### config.mk
export PLATFORM = sky130hd
export DESIGN_NAME = processor_stage2
export DESIGN_NICKNAME = d
export VERILOG_FILES = /design/src/rtl/processor_stage2.sv
export SDC_FILE = /design/constraint.sdc
export NUM_CORES = 1
export LEC_CHECK = 0
export CAP_MARGIN = 10
export CORE_ASPECT_RATIO = 0.9
export CORE_UTILIZATION = 48
export DETAILED_ROUTE_END_ITERATION = 7
export GPL_TIMING_DRIVEN = 0
export MAX_ROUTING_LAYER = met4
export PLACE_DENSITY = 0.72
export RECOVER_POWER = 50
export REMOVE_ABC_BUFFERS = 1
export SLEW_MARGIN = 10
export SYNTH_ARGS = -nofsm -noshare
export SYNTH_HDL_FRONTEND = slang
export SYNTH_SLANG_ARGS = --single-unit
### constraint.sdc
create_clock -name clock -period 2.05 [get_ports clock]
set_input_delay 0.205 -clock clock [delete_from_list [all_inputs] [get_ports clock]]
set_output_delay 0.205 -clock clock [all_outputs]
set_load 0.01 [all_outputs]
### src/rtl/processor_stage2.sv
// Decode/register-read stage: splits 18-bit code words, reads two operands and
// joins two-word long immediates. Optional same-cycle write bypass: PROCESSOR_STAGE2_BYPASS_EN.
module processor_stage2 #(
  parameter int ADDR_SIZE = 18,
  parameter int WORD_SIZE = 18
) (
  input  logic                 clock,
  input  logic                 reset,
  input  logic                 no_operation_in,
  input  logic [ADDR_SIZE-1:0] ip_in,
  input  logic [WORD_SIZE-1:0] code_word_in,
  input  logic                 flush,
  input  logic                 reg_write_en,
  input  logic [2:0]           reg_write_addr,
  input  logic [WORD_SIZE-1:0] reg_write_data,
  output logic                 no_operation_out,
  output logic [ADDR_SIZE-1:0] ip_out,
  output logic [3:0]           opcode_out,
  output logic [2:0]           dst_out,
  output logic [WORD_SIZE-1:0] src0_out,
  output logic [WORD_SIZE-1:0] src1_out,
  output logic [WORD_SIZE-1:0] imm_out
);

  typedef enum logic {IDLE, WAIT_IMM} state_t;

  localparam logic [3:0] LONG_OPCODE = 4'hF;

  state_t               state;
  logic [WORD_SIZE-1:0] regs [8];

  // Header of a long op, held while waiting for its immediate word
  logic [ADDR_SIZE-1:0] hdr_ip;
  logic [3:0]           hdr_opcode;
  logic [2:0]           hdr_rd;
  logic [2:0]           hdr_ra;
  logic [2:0]           hdr_rb;

  logic [3:0]           word_opcode;
  logic [2:0]           word_rd;
  logic [2:0]           word_ra;
  logic [2:0]           word_rb;
  logic [7:0]           word_imm8;
  logic [WORD_SIZE-1:0] short_imm;

  assign word_opcode = code_word_in[17:14];
  assign word_rd     = code_word_in[13:11];
  assign word_ra     = code_word_in[10:8];
  assign word_rb     = code_word_in[7:5];
  assign word_imm8   = code_word_in[7:0];
  assign short_imm   = {{(WORD_SIZE-8){word_imm8[7]}}, word_imm8};

  logic [2:0]           read_idx0;
  logic [2:0]           read_idx1;
  logic [WORD_SIZE-1:0] read_val0;
  logic [WORD_SIZE-1:0] read_val1;

  // Long ops re-read operands in the immediate cycle using the held indices
  always_comb begin
    read_idx0 = (state == WAIT_IMM) ? hdr_ra : word_ra;
    read_idx1 = (state == WAIT_IMM) ? hdr_rb : word_rb;
`ifdef PROCESSOR_STAGE2_BYPASS_EN
    read_val0 = (reg_write_en && reg_write_addr == read_idx0) ? reg_write_data : regs[read_idx0];
    read_val1 = (reg_write_en && reg_write_addr == read_idx1) ? reg_write_data : regs[read_idx1];
`else
    read_val0 = regs[read_idx0];
    read_val1 = regs[read_idx1];
`endif
  end

  always_ff @(posedge clock) begin
    if (reset) begin
      state            <= IDLE;
      no_operation_out <= 1'b1;
      ip_out           <= '0;
      opcode_out       <= '0;
      dst_out          <= '0;
      src0_out         <= '0;
      src1_out         <= '0;
      imm_out          <= '0;
      hdr_ip           <= '0;
      hdr_opcode       <= '0;
      hdr_rd           <= '0;
      hdr_ra           <= '0;
      hdr_rb           <= '0;
      // NOTE: the register file is small and architecturally zero after reset, so it is reset like any flop.
      for (int i = 0; i < 8; i++) regs[i] <= '0;
    end else begin
      if (reg_write_en) regs[reg_write_addr] <= reg_write_data;

      if (flush) begin
        no_operation_out <= 1'b1;
        state            <= IDLE;
      end else if (no_operation_in) begin
        no_operation_out <= 1'b1;
      end else if (state == IDLE) begin
        if (word_opcode == LONG_OPCODE) begin
          no_operation_out <= 1'b1;
          hdr_ip           <= ip_in;
          hdr_opcode       <= word_opcode;
          hdr_rd           <= word_rd;
          hdr_ra           <= word_ra;
          hdr_rb           <= word_rb;
          state            <= WAIT_IMM;
        end else begin
          no_operation_out <= 1'b0;
          ip_out           <= ip_in;
          opcode_out       <= word_opcode;
          dst_out          <= word_rd;
          src0_out         <= read_val0;
          src1_out         <= read_val1;
          imm_out          <= short_imm;
        end
      end else begin
        no_operation_out <= 1'b0;
        ip_out           <= hdr_ip;
        opcode_out       <= hdr_opcode;
        dst_out          <= hdr_rd;
        src0_out         <= read_val0;
        src1_out         <= read_val1;
        imm_out          <= code_word_in;
        state            <= IDLE;
      end
    end
  end

endmodule

# Yosys cells after proc, flatten, opt, wreduce, memory -nomap -nowiden

Memory sizes are Yosys's and may differ from the RTL's.
Index checks and enable logic that the tools add are counted.

Bits in registers: 112
RAM bits: 144
Input port bits: 62
Output and inout port bits: 80
Word-level logic and storage cells: 48
Memories: 1

Equal/unequal tests: 2
Multiplexer cells: 24
Bitwise gates (word level): 3
Reductions and logical operators: 5

Memories:

| name | words | width | rd ports | clocked after Yosys merged registers in | write ports | RTL line | source |
|---|---|---|---|---|---|---|---|
| regs | 8     | 18    | 2        | 0                                       | 8           | 30       | `logic [WORD_SIZE-1:0] regs [8];` |

Operators by type and width:

| kind               | count |
|---|---|
| $mux 18            | 9 |
| $reduce_or 18->1   | 1 |
| $mux 3             | 5 |
| $mux 1             | 8 |
| $mux 4             | 2 |
| $eq 4x4->1 const B | 1 |
| $reduce_and 4->1   | 1 |
| $not 1->1          | 3 |
| $reduce_and 3->1   | 1 |
| $reduce_or 3->1    | 1 |
| $ne 2x2->1 const B | 1 |
| $reduce_or 2->1    | 1 |

# Depth between registers and ports, before layout

Word-level depth: 5
Depth in mapped cells: 7
Mapped depth without buffers: 4

# Worst setup path before layout

Ideal clock, no wire load.

Path kind: register to register
Start point: register state
End point: register src0_out[10]
Library setup time: 120 ps
Arrival: 1518 ps
Data required time: 1930 ps
Setup slack: 412 ps
Cell stages (with the launch flop): 8
Buffers on the path: 3
Period minus slack after synthesis: 1638 ps
Path through: dfxtp_1 -> buf_6 -> mux2i_1 -> buf_6 -> buf_4 -> mux2i_1 -> o22ai_1 -> o31a_1

Word-level cells in the longest chain between the ends: 4
Elaborated cells on any way between the ends: 6
Classes of those cells: eq/ne (1); mux (3); reduce/logical (1); memory (1)

Ends and longest elaborated chain:

| what                   | RTL line | source |
|---|---|---|
| from (decl)            | 29       | `state_t state;` |
| from (signal assigned) | 73       | `state <= IDLE;` |
| from (signal assigned) | 93       | `state <= IDLE;` |
| from (signal assigned) | 104      | `state <= WAIT_IMM;` |
| $mux 3                 | 60       | `read_idx0 = (state == WAIT_IMM) ? hdr_ra : word_ra;` |
| $mem_v2 8x18           | -        |  |
| $mux 18                | 97       | `if (word_opcode == LONG_OPCODE) begin` |
| $mux 18                | 96       | `end else if (state == IDLE) begin` |
| to (signal assigned)   | 110      | `src0_out <= read_val0;` |
| to (signal assigned)   | 119      | `src0_out <= read_val0;` |
| to (decl)              | 20       | `output logic [WORD_SIZE-1:0] src0_out,` |

Parallel ways exist; a longest one is shown, timed or not. The select of a mux whose other input is x is not followed.
A chain may end at the register's enable or synchronous reset.

# Final worst setup path

Start point: register state
End point: register src0_out[14]

Same word-level chain as after synthesis.

==> run metrics <==
status=finished with violations; violated checks=setup timing; fraction of the yosys area taken by sequential cells=54.4%; dominant cell by count in the synthesized netlist=sky130_fd_sc_hd__mux2i_1; floorplan die height=152 um; maximum fanout count along the critical path=8; total routed wirelength=32,200 um; pre-CTS setup slack=-0.893 ns; Final period util=100%; least setup slack across all paths after layout=-0.00237 ns; largest net degree at the start of global routing=87; path type of the worst setup path=register to register; antenna diode instance count=0; DR WL/cell=20.3 um; met3 global-route usage=4.57%; Post-synth top cells=sky130_fd_sc_hd__mux2i_1, sky130_fd_sc_hd__and2_1, sky130_fd_sc_hd__edfxtp_1, sky130_fd_sc_hd__dfxtp_1, sky130_fd_sc_hd__a21oi_1; path class of the lowest-slack min-delay path=input port to register; count of endpoints failing hold in the final timing report=0; element type at the critical path start=register; hold_buf cts=0; power density over the cells=804 nW/um^2; Max Cap Violations=0; global-route wire length before repair=49,000 um; worst path arrival time=2.47 ns; io pins=142; area of the placeable core=24,500 sq um; register bit count reported by yosys=256; cell at the root of the clock tree=sky130_fd_sc_hd__clkbuf_16; clock latency on the worst-skew pair=0.54 ns; clock buffer depth=3; share of layout cells above drive strength 1=12.3%; cell depth of the worst flop-to-flop path=8; worst hold stages=3; I/O Buffers=141; worst reg2reg path endpoint=src0_out[14]; final number of max-transition violations=0; maximum ir drop on the vdd rail=0.837 mV; shortest clock period the worst path allows after layout=2.05 ns; global router's overall resource usage=25.4%; Ys Warns=0; top achievable clock speed=487 MHz; vias per cell=5.63; startpoint of the most critical hold path=reset; synthesized area=12,100 sq um; final-layout fill cell count=1,885; final setup skew=0.0177 ns; met1 track demand over resource=34.2%; effective utilization at floorplan=49.4%; leakage component of the power=5.68 nW; met2 Track Usage GR=39.7%; net count reported at finish=1,290; number of antenna violations at the first check in global routing=0; final instance count without filler cells=1,586; count of flip-flops with a built-in enable after synthesis=144; H-tree Lvls=1; area of combinational cells with multiple inputs=5120 sq um; total setup violations reported at the end of the flow=1; remaining routing DRC violations=0; type of destination of the critical path=register; commonest register cell after synthesis=sky130_fd_sc_hd__edfxtp_1; clock slew at reported path FFs=0.07 ns; Die Wd=169 um; Detailed Route Iter0 Violations=756; area fraction of the dominant cell type after synthesis=35.8%; post-synth cell types=39; TritonCTS clock tree=yes; Post-Synthesis Cells=1,075; post-route ant nets=0; Worst Hold Slack=0.170 ns; Post-Synthesis Mean Instance Area=11.2 sq um; Most Used Layer, Global Route=met2; asr flop ratio synth=0%; via count of the first global-routing pass=8,653; Detail Placement HPWL=18,500 um; R2R setup slack=-0.002 ns; Via Count=8,933; synth-to-layout area growth=28.3%; Slew headroom=54.7%; setup repair after global routing missed its margin=true; remaining global-route overflow=0; count of placed standard cells including taps=1,495; die footprint=25,800 sq um; hold endpoint=src1_out[8]; area taken by flip-flops and latches=6570 sq um; top cells by area, synth=sky130_fd_sc_hd__edfxtp_1, sky130_fd_sc_hd__dfxtp_1, sky130_fd_sc_hd__mux2i_1, sky130_fd_sc_hd__and2_1, sky130_fd_sc_hd__o22ai_1; sink count of the clock tree=256; gp weighted congestion=0.768; startpoint of the most critical register-to-register path=state; cts bufs inserted=28; TritonRoute pass-1 iters=5; library cell occupying the most area in the post-synthesis netlist=sky130_fd_sc_hd__edfxtp_1; required time at the endpoint of the critical path=2.46 ns; number of placement rows=54; Tightest Pin Transition=0.679 ns
critical path, cell delays in order (launching register included):
cell                        delay [ns]
sky130_fd_sc_hd__dfxtp_4          0.37
sky130_fd_sc_hd__buf_16           0.13
sky130_fd_sc_hd__mux2i_4          0.27
sky130_fd_sc_hd__clkbuf_16        0.18
sky130_fd_sc_hd__buf_16           0.15
sky130_fd_sc_hd__buf_16           0.16
sky130_fd_sc_hd__mux2i_2          0.23
sky130_fd_sc_hd__o22ai_2          0.10
sky130_fd_sc_hd__o31a_1           0.31
power by group:
part	internal, mW	switching (mW)	total (mW)	leakage [nW]
clock	2.95	2.02	4.97	0.464
sequential	5.72	0.157	5.88	2.30
combinational	0.786	0.818	1.60	2.92
metal layers:
layer | vias to the layer above | wire [um]
li1 | 4199 | -
met1 | 4338 | 14100
met2 | 346 | 15000
met3 | 50 | 2380
met4 | 0 | 605
met5 | - | 0
cell families (layout without fill, tap and decap cells):
family | after synthesis | after routing | synth area share (%)
AO/OA/AOI/OAI | 232 | 234 | 13.0
buffers and inverters | 116 | 289 | 5.20
flip-flops | 256 | 256 | 54.4
multiplexers | 170 | 170 | 14.1
AND/OR/NAND/NOR | 301 | 301 | 13.3
area by class of cell:
cell class	count	share of cell area [%]
flip-flops and latches	256	42.4
multi-input cells	705	33.0
repair buffers	197	14.9
clock buffers	44	5.69
well taps	336	2.71
inverters	40	0.969
clock inverters	8	0.315
worst max-delay path by stage:
stage / end / cells after the start / from / slack (ns)
CTS: src0_out[9] / 8 / state / -0.02
global placement: src0_out[16] / 4 / state / -8.81
finish: src0_out[14] / 8 / state / -0.002
floorplan: src0_out[0] / 4 / state / -6.16
detailed placement: regs[2][7] / 4 / reg_write_en / -0.89
global route: src0_out[14] / 8 / state / -0.06
flip-flops by register name, summed over array words and instances (netlist names):
signal and cells:
ip_out 18, dst_out 3, src0_out 18, state 1
hdr_rb 3, hdr_opcode 4, hdr_ra 3, src1_out 18
opcode_out 4, regs 144, hdr_ip 18, no_operation_out 1
imm_out 18, hdr_rd 3
metrics by stage:
step	total power, mW	util, %	cell area (sq um)	TNS [ns]
floorplan	6.76	-	11600	-364.24
global placement	7.45	54.9	13400	-1789.65
detailed placement	7.43	56.9	13900	-149.03
CTS	12.4	62.6	15300	-0.0203
global route	12.9	63.3	15500	-0.644
finish	12.4	63.3	15500	-0.00237
timing repair:
action / 4_1_cts / 5_1_grt
buffers inserted: 24 / 9
endpoints found under the setup margin: 213 / 60
pin swaps: 9 / 9
gates resized for setup: 19 / 20
gates cloned: 6 / 0
placed cells by master (no fill, tap or decap), drive strengths merged, types with 42 or more instances in the layout:
| cell type | instances |
|---|---|
| and2 | 144 |
| dfxtp | 112 |
| edfxtp | 144 |
| clkbuf | 46 |
| a21oi | 81 |
| o22ai | 72 |
| buf | 53 |
| clkdlybuf4s50 | 140 |
| nand2 | 74 |
| inv | 42 |
| mux2i | 170 |
| nor2 | 54 |
(Power assumes the default switching activity.)
